### config.mk
export PLATFORM = sky130hd
export DESIGN_NAME = leitor_entrada
export DESIGN_NICKNAME = d
export VERILOG_FILES = /design/src/rtl/leitor_entrada.sv
export SDC_FILE = /design/constraint.sdc
export NUM_CORES = 1
export LEC_CHECK = 0
export ABC_CLOCK_PERIOD_IN_PS = 2000
export BUFFER_PORTS_ARGS = -buffer_cell sky130_fd_sc_hd__buf_2
export CAP_MARGIN = 20
export CORE_ASPECT_RATIO = 1.2
export CORE_MARGIN = 2
export CORE_UTILIZATION = 53
export DETAILED_ROUTE_END_ITERATION = 10
export HOLD_SLACK_MARGIN = 0.02
export PLACE_DENSITY = 0.8
export RECOVER_POWER = 50
export SYNTH_ARGS = -nofsm -noshare
export SYNTH_HDL_FRONTEND = slang
export SYNTH_SLANG_ARGS = --single-unit
export TNS_END_PERCENT = 1
### constraint.sdc
create_clock -name i_clock -period 2 [get_ports i_clock]
set_clock_uncertainty 0.2 [all_clocks]
set_input_delay 0.4 -clock i_clock [delete_from_list [all_inputs] [get_ports i_clock]]
set_output_delay 0.4 -clock i_clock [all_outputs]
set_load 0.03 [all_outputs]
### src/rtl/leitor_entrada.sv
// leitor_entrada
//   Serves the processor's IN instruction. It sits directly after the
//   switch/button input block. While the CPU asks for input it is held in
//   stall. A debounced press edge captures the switch word. The word is
//   extended to CPU width and delivered with a one-cycle ready pulse. The
//   button must be released before the next capture can happen. A blinking
//   LED shows that the block is waiting for a press. A counter tracks how
//   many inputs have been accepted.
//
// Ports
//   i_clock           system clock, all state on the rising edge
//   i_reset           asynchronous, active-high reset
//   i_dadoEntrada     switch word from the input block (quasi-static)
//   i_botaoEstavel    debounced button, 1 = pressed
//   i_pedeEntrada     CPU executing IN, held high until o_dadoPronto is seen
//   o_dadoCpu         captured, extended word; holds its last value
//   o_dadoPronto      one-cycle pulse: o_dadoCpu is valid for the IN
//   o_stallCpu        combinational: i_pedeEntrada & ~o_dadoPronto
//   o_ledEspera       blinks while waiting for a press, 0 otherwise
//   o_contaEntradas   number of accepted inputs, wraps 255 -> 0
//
// States
//   OCIOSO       | idle, no request pending
//   ESPERA_PRESS | request pending, waiting for a press edge, LED blinking
//   ENTREGA      | word delivered, o_dadoPronto high for this cycle only
//   ESPERA_SOLTA | waiting for the button to be released
module leitor_entrada #(
  parameter int DATA_W    = 15,
  parameter int CPU_W     = 32,   // must be >= DATA_W
  parameter int SIGN_EXT  = 1,
  parameter int PISCA_DIV = 6250000
) (
  input  logic              i_clock,
  input  logic              i_reset,
  input  logic [DATA_W-1:0] i_dadoEntrada,
  input  logic              i_botaoEstavel,
  input  logic              i_pedeEntrada,
  output logic [CPU_W-1:0]  o_dadoCpu,
  output logic              o_dadoPronto,
  output logic              o_stallCpu,
  output logic              o_ledEspera,
  output logic [7:0]        o_contaEntradas
);

  typedef enum logic [1:0] {
    OCIOSO       = 2'd0,
    ESPERA_PRESS = 2'd1,
    ENTREGA      = 2'd2,
    ESPERA_SOLTA = 2'd3
  } estado_t;

  // The +1 keeps the width at 1 or more when PISCA_DIV is 1.
  localparam int PW = $clog2(PISCA_DIV + 1);
  localparam logic [PW-1:0] PISCA_MAX = PW'(PISCA_DIV - 1);

  estado_t           r_estado;
  estado_t           w_prox;
  logic              r_botao_ant;
  logic [CPU_W-1:0]  r_dado_cpu;
  logic [7:0]        r_conta;
  logic              r_led;
  logic [PW-1:0]     r_pisca_cnt;
  logic              w_borda;
  logic              w_captura;
  logic              w_pisca_ativo;
  logic [CPU_W-1:0]  w_ext;

  assign w_borda = i_botaoEstavel & ~r_botao_ant;

  generate
    if (CPU_W > DATA_W) begin : g_ext
      logic w_bit_ext;
      assign w_bit_ext = (SIGN_EXT != 0) ? i_dadoEntrada[DATA_W-1] : 1'b0;
      assign w_ext     = {{(CPU_W - DATA_W){w_bit_ext}}, i_dadoEntrada};
    end else begin : g_sem_ext
      assign w_ext = i_dadoEntrada;
    end
  endgenerate

  always_comb begin
    w_prox    = r_estado;
    w_captura = 1'b0;
    case (r_estado)
      OCIOSO: begin
        if (i_pedeEntrada) w_prox = ESPERA_PRESS;
      end
      ESPERA_PRESS: begin
        // An abort takes priority over a press edge in the same cycle.
        if (!i_pedeEntrada) begin
          w_prox = OCIOSO;
        end else if (w_borda) begin
          w_prox    = ENTREGA;
          w_captura = 1'b1;
        end
      end
      ENTREGA: begin
        w_prox = ESPERA_SOLTA;
      end
      ESPERA_SOLTA: begin
        if (!i_botaoEstavel) w_prox = OCIOSO;
      end
      default: w_prox = OCIOSO;
    endcase
  end

  always_ff @(posedge i_clock or posedge i_reset) begin
    if (i_reset) begin
      r_estado    <= OCIOSO;
      r_botao_ant <= 1'b0;
      r_dado_cpu  <= '0;
      r_conta     <= 8'd0;
    end else begin
      r_estado    <= w_prox;
      r_botao_ant <= i_botaoEstavel;
      if (w_captura) begin
        r_dado_cpu <= w_ext;
        r_conta    <= r_conta + 8'd1;
      end
    end
  end

  // The blink counter runs only while the FSM stays in ESPERA_PRESS.
  // Clearing on the leaving edge makes the LED read 0 in the first cycle
  // outside that state.
  assign w_pisca_ativo = (r_estado == ESPERA_PRESS) && (w_prox == ESPERA_PRESS);

  always_ff @(posedge i_clock or posedge i_reset) begin
    if (i_reset) begin
      r_pisca_cnt <= '0;
      r_led       <= 1'b0;
    end else if (!w_pisca_ativo) begin
      r_pisca_cnt <= '0;
      r_led       <= 1'b0;
    end else if (r_pisca_cnt == PISCA_MAX) begin
      r_pisca_cnt <= '0;
      r_led       <= ~r_led;
    end else begin
      r_pisca_cnt <= r_pisca_cnt + 1'b1;
    end
  end

  // Decoded from state so that a reset clears the pulse immediately.
  assign o_dadoPronto    = (r_estado == ENTREGA);
  assign o_stallCpu      = i_pedeEntrada & ~o_dadoPronto;
  assign o_dadoCpu       = r_dado_cpu;
  assign o_ledEspera     = r_led;
  assign o_contaEntradas = r_conta;

endmodule

### After elaboration in Yosys (flattened, before gate mapping)

Cells that the tools add are included.

* register bits: 50
* bits in writable memories: 0
* latch bits: 0
* memory bits (read-only): 0
* bits of input ports: 19
* output and inout port bits: 43
* memories kept: 0
* word-level logic and storage cells: 33

* shifts and indexed selects: 0
* multiply operators: 0
* $lt $le $gt $ge: 0
* $add $sub $neg: 2
* muxes and demuxes: 12
* div/mod/pow operators: 0
* equality and inequality tests: 6
* reductions and logical operators: 2
* bitwise operators: 5

Operators by type and width (number)
* 23-bit two-way mux: 2
* 23-bit by 1-bit adder with 23-bit output (second input constant): 1
* 23-bit equality test (second input constant): 1
* 8-bit by 1-bit adder with 8-bit output (second input constant): 1
* 2-bit two-way mux: 4
* 2-bit case mux with 4 select lines: 1
* 1-bit two-way mux: 5
* 2-bit by 1-bit equality test with 1-bit output (second input constant): 2
* 2-bit equality test (second input constant): 2
* 1-bit inverter: 3
* 1-bit bitwise AND: 2
* 2-bit zero test: 1
* 2-bit by 1-bit != test with 1-bit output (second input constant): 1
* 1-bit logical AND: 1

### Logic depth before layout (Yosys ltp)

Gate-level depths: netlist of the first run.

* word-level depth: 8
* mapped depth: 6
* gate-level depth less buffers: 5

### Least setup slack after synthesis of the first run

Ideal clock, no wire load.

* kind: flip-flop to flip-flop
* start point: reg r_pisca_cnt[0]
* end point: reg r_pisca_cnt[20]
* arrival: 1.568 ns
* cell stages (with the launch flop): 7
* buffers on the path: 1
* setup time: 0.077 ns
* path slack: 0.155 ns
* period minus slack after synthesis: 1.845 ns
* data required time: 1.723 ns
* path through: dfrtp_1 -> ha_1 -> and4_2 -> nand3_1 -> buf_2 -> or4_1 -> a21oi_1

* cells in the longest elaborated chain, start to end: 3
* elaborated cells between the ends (all ways): 4
* classes of those cells: add/sub (1); eq/ne (1); mux (2)

Ends and longest elaborated chain
* from (decl): RTL line 62 `logic [PW-1:0] r_pisca_cnt;`
* from (signal assigned): RTL line 138 `r_pisca_cnt <= r_pisca_cnt + 1'b1;`
* 23-bit by 1-bit adder with 23-bit output / 23-bit equality test (equally long branches): RTL line 138, 134
* 23-bit two-way mux (*): RTL line 134 `end else if (r_pisca_cnt == PISCA_MAX) begin`
* 23-bit two-way mux (*): RTL line 131 `end else if (!w_pisca_ativo) begin`

Mark *: on every way between the ends. The rest lies on a longest branch, timed or not.
A chain may end at the register's enable or synchronous reset.

### Worst setup path after layout of the first run

* start point: reg r_pisca_cnt[1]
* end point: reg r_pisca_cnt[14]

The elaborated chain is that of the path after synthesis.

==> results_dict.tcl, run 1 <==
set metrics [dict create \
    wl_per_cell_um 13.6 \
    core_um2 4490 \
    final_core_util_pct 62.6 \
    cts.sinks 50 \
    gp_congestion 0.818 \
    critical_path_buf_inv_count 1 \
    nets 294 \
    grt_antenna_before_repair 0 \
    hpwl_mm 3.12 \
    firstDrtPassIters 5 \
    worstPathArrival_ns 2.01 \
    grt_use_total_pct 18.0 \
    wl_mm 4.53 \
    cts_buffer_depth 2 \
    cp_top_family "simple AND/OR/NAND/NOR gates" \
    drtIter0Drc 106 \
    critical_path_class "reg2reg" \
    dp.cells 323 \
    grt_pass1_wl_mm 7.31 \
    synth_cells 221 \
    setup_viol 0 \
    drv_slew 0 \
    grt_max_degree 51 \
    seq_power_share_pct 40.5 \
    post-place-ws_ns 0.0270 \
    clock.fmax_mhz 504 \
    fp.dieW_um 65.8 \
    diodes 0 \
    status "completed" \
    layout.cells.non_filler 332 \
    mappedNetlistArea_um2 2430 \
    route.detailed.drc 0 \
    synth_edf_count 0 \
    h-tree-depth 2 \
    ys_types 37 \
    p_switching_mw 1.44 \
    synth_seq_cells 50 \
    crit_path_max_incr_delay_ns 0.41 \
    power_mw 3.37 \
    synth_warnings 0 \
    num_vias 1803 \
    die_area_um2 5150 \
    io_buffers 61 \
    yosysMostFrequentCell "dfrtp_1" \
    post_drt_via_cell_ratio 5.43 \
    grt_setup_unrepaired "yes" \
    leakage_nw 1.21 \
    tns_ns 0 \
    cts_tree "done" \
    grt_overflow 0 \
    p_clk_share_pct 20.7 \
    async_reset_ff_share_pct 100 \
    power_frac_comb_pct 38.8 \
    clockRootBuffer "clkbuf_8" \
    syn_nets 242 \
    worst_pin_slew_ns 0.659 \
    ant_nets 0 \
    chipHeight_um 78.2 \
    path_clk_slew_ns 0.09 \
    crit_path_top_delay_cell "dfrtp_1" \
    critPathMaxFanout 6 \
    netSwitchingFraction_pct 42.6 \
    synth_top_area_share_pct 51.4 \
    power.density_nw_per_um2 1200 \
    syn_avg_cell_area_um2 11.0 \
    yosys-top-cells-area "dfrtp_1, mux2_2, buf_4, xnor2_1, nand4_1" \
    ir_worst_vdd_mv 0.628 \
    ys.flop_type "dfrtp_1" \
    worstSkewPairLatency_ns 0.30 \
    worstPathRequired_ns 2.03 \
    p_int_mw 1.93 \
    cts_buffers 5 \
    path_cells "ha_2 > and4_2 > nand3_2 > buf_4 > or3_1 > a21oi_1" \
    critPathCaptureType "flop" \
    slew_headroom_pct 56.1 \
    ys_seq_area_share_pct 51.4 \
    ys_top_cells_by_count "dfrtp_1, nor2_1, buf_4" \
    yosysTopAreaCell "dfrtp_1" \
    area_growth_pct 15.6 \
    post_cts_buffers 0 \
    start_util_pct 54.1 \
    final.min_clock_period_ns 1.98 \
    grt_pass1_vias 1711 \
    min_period_over_period_pct 99.2 \
    multi_input_area_um2 1010 \
    hold_viol_final 0 \
    final_layout_size_suffix_gt1_share_pct 31.4 \
    rows 27 \
    maxCapViolCount 0 \
    hold_path.class "in2reg" \
    seqCellArea_um2 1250 \
    start_kind "flop" \
    nFillCells 357 \
    ios 62 \
    setup_ws_ns 0.0165 \
]
## power groups by stage
stage | Combinational, mW | Clock [mW] | Sequential [mW]
2_1_floorplan | 0.810 | 0 | 1.72
3_3_place_gp | 1.34 | 0 | 1.36
3_5_place_dp | 1.36 | 0 | 1.38
4_1_cts | 1.36 | 0.719 | 1.36
5_1_grt | 1.37 | 0.750 | 1.40
6_report | 1.31 | 0.697 | 1.36
## final timing paths
check	from	endpoint	slack, ns	cells after the start
max	r_pisca_cnt[1]$_DFF_PP0_	r_pisca_cnt[14]$_DFF_PP0_	0.02	6
min	i_botaoEstavel	r_botao_ant$_DFF_PP0_	0.05	1
max reg2reg	r_pisca_cnt[1]$_DFF_PP0_	r_pisca_cnt[14]$_DFF_PP0_	0.02	6
min reg2reg	o_contaEntradas[7]$_DFFE_PP0P_	o_contaEntradas[7]$_DFFE_PP0P_	0.27	1
max in group asynchronous	i_reset	o_contaEntradas[0]$_DFFE_PP0P_	0.54	4
min in group asynchronous	i_reset	r_pisca_cnt[19]$_DFF_PP0_	0.62	4
## cell type report
class	instances	area share, %
clock buffer	6	2.58
clock inverter	2	1.33
inverter	6	0.801
multi-input combinational	142	35.8
sequential	50	44.5
tap	58	2.58
timing repair buffer	68	12.5
## repair_timing
item	in CTS	in global routing
endpoints found under the hold margin	50	0
setup endpoints to repair	0	6
resized for setup	0	3
hold buffers	1	0
## logic make-up after synthesis
group | share of synthesized area [%]
XOR/XNOR | 6.12
multiplexers | 7.82
adder cells (fa/ha/maj) | 1.03
AO/OA/AOI/OAI | 6.89
buffers and inverters | 7.66
flip-flops | 51.4
AND/OR/NAND/NOR | 19.0
## flip-flops by register name, summed over array words and instances (netlist names)
name	count
o_ledEspera	1
r_botao_ant	1
o_contaEntradas	8
o_dadoCpu	15
r_pisca_cnt	23
r_estado	2
## placed cells by master (no fill, tap or decap), types with 2 or more instances in the layout
cell type and n:
buf_2 43, inv_1 5, nor3_1 2, or3_2 2
nand2_1 10, xnor2_1 13, clkbuf_8 5, o21ai_0 7
buf_4 4, or4_1 5, or3_1 3, xor2_1 4
and3_1 4, mux2_2 16, nand3_1 4, a21oi_1 10
and2_1 2, clkbuf_1 19, nor2_1 17, or4_4 2
nor2b_1 3, nand4_1 12, a21oi_2 2, and3_2 2
o31ai_1 7, dfrtp_1 50
## routing by layer
layer / track usage (%) / share of wire, %
met5: 0 / 0
met4: 7.29 / 1.5
met3: 3.44 / 5.3
met2: 31.1 / 51
met1: 21.8 / 42
## metrics by stage
stage               hold slack, ns  instance area [um2]
floorplan                    0.231                 2430
global placement             0.258                 2720
finish                      0.0528                 2810
CTS                         0.0370                 2840
global route                0.0574                 2810
detailed placement           0.261                 2720
Power figures use the tool's default switching activity.
==> run 2: changes to the inputs <==
--- a/config.mk
+++ b/config.mk
@@ -5,15 +5,14 @@
 export SDC_FILE = /design/constraint.sdc
 export NUM_CORES = 1
 export LEC_CHECK = 0
-export ABC_CLOCK_PERIOD_IN_PS = 2000
 export BUFFER_PORTS_ARGS = -buffer_cell sky130_fd_sc_hd__buf_2
 export CAP_MARGIN = 20
 export CORE_ASPECT_RATIO = 1.2
 export CORE_MARGIN = 2
-export CORE_UTILIZATION = 53
+export CORE_UTILIZATION = 47
 export DETAILED_ROUTE_END_ITERATION = 10
 export HOLD_SLACK_MARGIN = 0.02
-export PLACE_DENSITY = 0.8
+export PLACE_DENSITY = 0.75
 export RECOVER_POWER = 50
 export SYNTH_ARGS = -nofsm -noshare
 export SYNTH_HDL_FRONTEND = slang
==> constraint.sdc (replaced) <==
create_clock -name i_clock -period 1.8 [get_ports i_clock]
set_clock_uncertainty 0.2 [all_clocks]
set_input_delay 0.36 -clock i_clock [delete_from_list [all_inputs] [get_ports i_clock]]
set_output_delay 0.36 -clock i_clock [all_outputs]
set_load 0.03 [all_outputs]
==> results_dict.tcl, run 2 (synthesis results as in run 1) <==
set metrics [dict create \
    status "finished with violations" \
    violations "negative setup slack" \
    io_buffers 61 \
    ant_nets 0 \
    core_um2 4970 \
    cts.sinks 50 \
    final_common_cell "buf_2" \
    start_util_pct 48.9 \
    seq_power_share_pct 38.3 \
    layout.cells.non_filler 354 \
    tns_ns -0.158 \
    grt_overflow 0 \
    num_vias 1880 \
    clockRootBuffer "clkbuf_8" \
    r2r_start "r_pisca_cnt[0]$_DFF_PP0_" \
    cts_buffer_depth 2 \
    p_int_mw 2.33 \
    crit_path_max_incr_delay_ns 0.49 \
    critical_path_class "reg2reg" \
    slew_headroom_pct 58.4 \
    final_cell_mix "buf_2, dfrtp_1, buf_4" \
    final_layout_size_suffix_gt1_share_pct 43.2 \
    critical_path_buf_inv_count 1 \
    path_clk_slew_ns 0.09 \
    p_switching_mw 1.59 \
    area_growth_pct 26.5 \
    grt_max_degree 35 \
    worstPathRequired_ns 1.82 \
    grt_pass1_vias 1864 \
    power.density_nw_per_um2 1280 \
    worstPathArrival_ns 1.87 \
    gp_congestion 0.827 \
    hpwl_mm 3.25 \
    cp_top_family "simple AND/OR/NAND/NOR gates" \
    rr_worst_depth 5 \
    fin_area_um2 3080 \
    r2r-end "r_pisca_cnt[15]$_DFF_PP0_" \
    chipHeight_um 82.8 \
    ios 62 \
    hold_depth 2 \
    ir_worst_vdd_mv 0.564 \
    grt_use_met1_pct 19.0 \
    top_usage_layer "met2" \
    final.min_clock_period_ns 1.85 \
    nets 314 \
    p_clk_share_pct 23.6 \
    start_kind "flop" \
    worst_pin_slew_ns 0.624 \
    grt_antenna_before_repair 0 \
    clock.fmax_mhz 542 \
    netSwitchingFraction_pct 40.6 \
    maxCapViolCount 0 \
    dp.cells 338 \
    rows 28 \
    grt_pass1_wl_mm 8.07 \
    grtUsageMet2_pct 31.9 \
    wl_mm 4.86 \
    hold_viol_final 0 \
    use_met3_pct 4.61 \
    post-place-ws_ns -0.121 \
    die_area_um2 5770 \
    route.detailed.drc 0 \
    min_period_over_period_pct 103 \
    drtIter0Drc 112 \
    power_mw 3.93 \
    post_drt_via_cell_ratio 5.31 \
    worstSkewPairLatency_ns 0.30 \
    hold_path.class "in2reg" \
    path_cells "buf_4 > and4_4 > nand4_4 > or4_1 > a21oi_1" \
    h-tree-depth 2 \
    grt_setup_unrepaired "yes" \
    firstDrtPassIters 4 \
    largest_reg_flops 23 \
    crit_path_top_delay_cell "or4_1" \
    setup_ws_ns -0.0454 \
    diodes 0 \
    wl_per_cell_um 13.7 \
    critPathMaxFanout 6 \
    cp-startpoint "r_pisca_cnt[0]$_DFF_PP0_" \
    drv_slew 0 \
    rrSetupSlack_ns -0.05 \
    grt_use_total_pct 17.2 \
    setup_viol 5 \
    critPathCaptureType "flop" \
    dpl_cell_area_um2 2840 \
    regMostFlops "r_pisca_cnt" \
    fp.dieW_um 69.7 \
    leakage_nw 1.39 \
    cts_buffers 5 \
    power_frac_comb_pct 38.1 \
    min_from "i_dadoEntrada[12]" \
    cts_tree "done" \
    holdPathEnd "o_dadoCpu[12]$_DFFE_PP0P_" \
]
==> run 2: power groups by stage <==
stage | combinational [mW] | clock, mW | sequential, mW
2_1_floorplan | 0.900 | 0 | 1.91
3_3_place_gp | 1.50 | 0 | 1.51
3_5_place_dp | 1.51 | 0 | 1.53
4_1_cts | 1.52 | 0.945 | 1.51
5_1_grt | 1.57 | 1.01 | 1.55
6_report | 1.50 | 0.927 | 1.51
==> run 2: cell type report <==
type / count / area, um2
tap: 60 / 75.1
multi-input combinational: 143 / 1060
timing repair buffer: 87 / 534
sequential: 50 / 1250
inverter: 6 / 22.5
clock inverter: 3 / 68.8
fill: 406 / 1900
clock buffer: 5 / 68.8
==> run 2: how the worst max path moves through the flow <==
stage / end / slack (ns) / depth (start not counted)
2_1_floorplan: r_pisca_cnt[18]$_DFF_PP0_ / 0.006 / 6
3_3_place_gp: r_pisca_cnt[22]$_DFF_PP0_ / -0.05 / 5
3_5_place_dp: r_pisca_cnt[22]$_DFF_PP0_ / -0.12 / 5
4_1_cts: r_pisca_cnt[14]$_DFF_PP0_ / -0.03 / 6
5_1_grt: r_pisca_cnt[15]$_DFF_PP0_ / -0.09 / 5
6_report: r_pisca_cnt[15]$_DFF_PP0_ / -0.05 / 5
==> run 2: per-layer routing <==
| metal | part of all wire (%) | routed length [um] | vias up |
|---|---|---|---|
| li1 | - | - | 915 |
| met1 | 40 | 1930 | 881 |
| met2 | 52 | 2550 | 80 |
| met3 | 6.8 | 332 | 4 |
| met4 | 0.97 | 47 | 0 |
| met5 | 0 | 0 | - |
==> run 2: stage by stage <==
stage	hold WS (ns)	util, %
after global routing	0.0686	61.9
after floorplan	0.191	-
after global placement	0.155	57.1
final	0.0841	61.9
after detailed placement	0.157	57.1
after CTS	0.0829	61.5
==> run 2: timing repair <==
action                                  4_1_cts  5_1_grt
gates cloned                                  1        0
buffers inserted                              5        0
endpoints found under the setup margin       23       25
endpoints found under the hold margin        17        0
resized for setup                             4        9
pin swaps                                    10        3
hold buffers                                  2        0
==> run 2: worst reg2reg max path, delay by kind of cell, from the launching register on <==
family	cells	cell delay [ns]
flip-flops	1	0.40
AO/OA/AOI/OAI	1	0.15
buffers and inverters	1	0.13
AND/OR/NAND/NOR	3	0.89
==> run 3: changes to the inputs <==
--- a/config.mk
+++ b/config.mk
@@ -14,6 +14,7 @@
 export HOLD_SLACK_MARGIN = 0.02
 export PLACE_DENSITY = 0.75
 export RECOVER_POWER = 50
+export SETUP_SLACK_MARGIN = 0.15
 export SYNTH_ARGS = -nofsm -noshare
 export SYNTH_HDL_FRONTEND = slang
 export SYNTH_SLANG_ARGS = --single-unit
==> results_dict.tcl, run 3 (synthesis results as in run 1) <==
set metrics [dict create \
    status "completed" \
    hpwl_mm 3.20 \
    final_layout_size_suffix_gt1_share_pct 44.6 \
    grt_pass1_wl_mm 8.36 \
    setup_ws_ns 0.00203 \
    grt_use_total_pct 17.7 \
    maxCapViolCount 0 \
    final.min_clock_period_ns 1.80 \
    wl_mm 4.97 \
    final_cell_mix "buf_2, dfrtp_1, buf_4" \
    grt_setup_unrepaired "yes" \
    regMostFlops "r_pisca_cnt" \
    grt_max_degree 51 \
    fp.dieW_um 69.7 \
    critPathCaptureType "flop" \
    area_growth_pct 27.9 \
    critical_path_class "reg2reg" \
    leakage_nw 1.42 \
    path_clk_slew_ns 0.09 \
    ir_worst_vdd_mv 0.486 \
    cts_tree "done" \
    route.detailed.drc 0 \
    final_common_cell "buf_2" \
    core_um2 4970 \
    final_core_util_pct 62.6 \
    cts.sinks 50 \
    drv_slew 0 \
    nets 314 \
    ios 62 \
    cts_buffer_depth 2 \
    chipHeight_um 82.8 \
    worstSkewPairLatency_ns 0.30 \
    post-place-ws_ns -0.0985 \
    power.density_nw_per_um2 1250 \
    worst_pin_slew_ns 0.660 \
    start_util_pct 48.9 \
    start_kind "flop" \
    clock.fmax_mhz 556 \
    num_vias 1919 \
    firstDrtPassIters 4 \
    diodes 0 \
    post_drt_via_cell_ratio 5.42 \
    power_mw 3.88 \
    gp_congestion 0.789 \
    dp.cells 337 \
    rows 28 \
    worstPathRequired_ns 1.83 \
    clockRootBuffer "clkbuf_8" \
    fin_hold_ws_ns 0.0837 \
    fin_area_um2 3110 \
    hold_path.class "in2reg" \
    min_period_over_period_pct 99.9 \
    wl_per_cell_um 14.0 \
    seqCellArea_um2 1250 \
    setup_viol 0 \
    drtIter0Drc 146 \
    layout.cells.non_filler 354 \
    largest_reg_flops 23 \
    cts_buffers 5 \
    nFillCells 387 \
    multi_input_area_um2 1130 \
    grt_pass1_vias 1861 \
    hold_viol_final 0 \
    slew_headroom_pct 56.0 \
    grt_antenna_before_repair 0 \
    grt_overflow 0 \
    h-tree-depth 2 \
    ant_nets 0 \
    io_buffers 61 \
    dpl_cell_area_um2 2820 \
    die_area_um2 5770 \
    tns_ns 0 \
    critPathMaxFanout 7 \
    worstPathArrival_ns 1.83 \
]
[run 3: cell count changes in the layout (fill, tap and decap cells not counted), sizes merged]
cell	change
bufinv	-1
clkbuf	+1
clkinv	-1
clkinvlp	+1
[run 3: repair_timing]
item / CTS / global route
hold buffers: 2 / 0
hold endpoints to repair: 51 / 0
pin swaps: 7 / 15
endpoints found under the setup margin: 47 / 65
setup buffers: 4 / 2
gates resized for setup: 4 / 31
cloned: 1 / 0
[run 3: final timing paths]
kind	start	to	slack, ns	cells past startpoint
max in group asynchronous	i_reset	r_pisca_cnt[15]$_DFF_PP0_	0.32	4
min reg2reg	o_contaEntradas[7]$_DFFE_PP0P_	o_contaEntradas[7]$_DFFE_PP0P_	0.27	1
max reg2reg	r_pisca_cnt[1]$_DFF_PP0_	r_pisca_cnt[14]$_DFF_PP0_	0.002	6
min	i_dadoEntrada[14]	o_dadoCpu[14]$_DFFE_PP0P_	0.08	2
max	r_pisca_cnt[1]$_DFF_PP0_	r_pisca_cnt[14]$_DFF_PP0_	0.002	6
min in group asynchronous	i_reset	o_dadoCpu[7]$_DFFE_PP0P_	0.62	4
[run 3: worst max-delay path: stages, from the launching register on]
cell and delay [ns]:
dfrtp_1 0.39, ha_2 0.19, and4_4 0.24, nand3_4 0.11
buf_6 0.14, or3_4 0.36, a21oi_2 0.12
[run 3: layout make-up]
type | count | area share, %
repair buffers | 87 | 16.8
multi-input cells | 143 | 36.3
inverters | 6 | 0.724
clock inverters | 2 | 1.21
flip-flops and latches | 50 | 40.2
clock buffers | 6 | 2.33
well taps | 60 | 2.41
[run 3: where the power goes]
part	switching, mW	internal (mW)
Clock	0.357	0.415
Combinational	1.06	0.543
Sequential	0.182	1.33
Total	1.60	2.29
[run 3: routing by layer]
layer / vias up / global-route usage [%] / part of all wire, %
met5: - / 0 / 0
met4: 0 / 8.57 / 3.1
met3: 18 / 4.61 / 6.0
met2: 72 / 29.7 / 50
met1: 910 / 21.2 / 41
li1: 919 / - / -
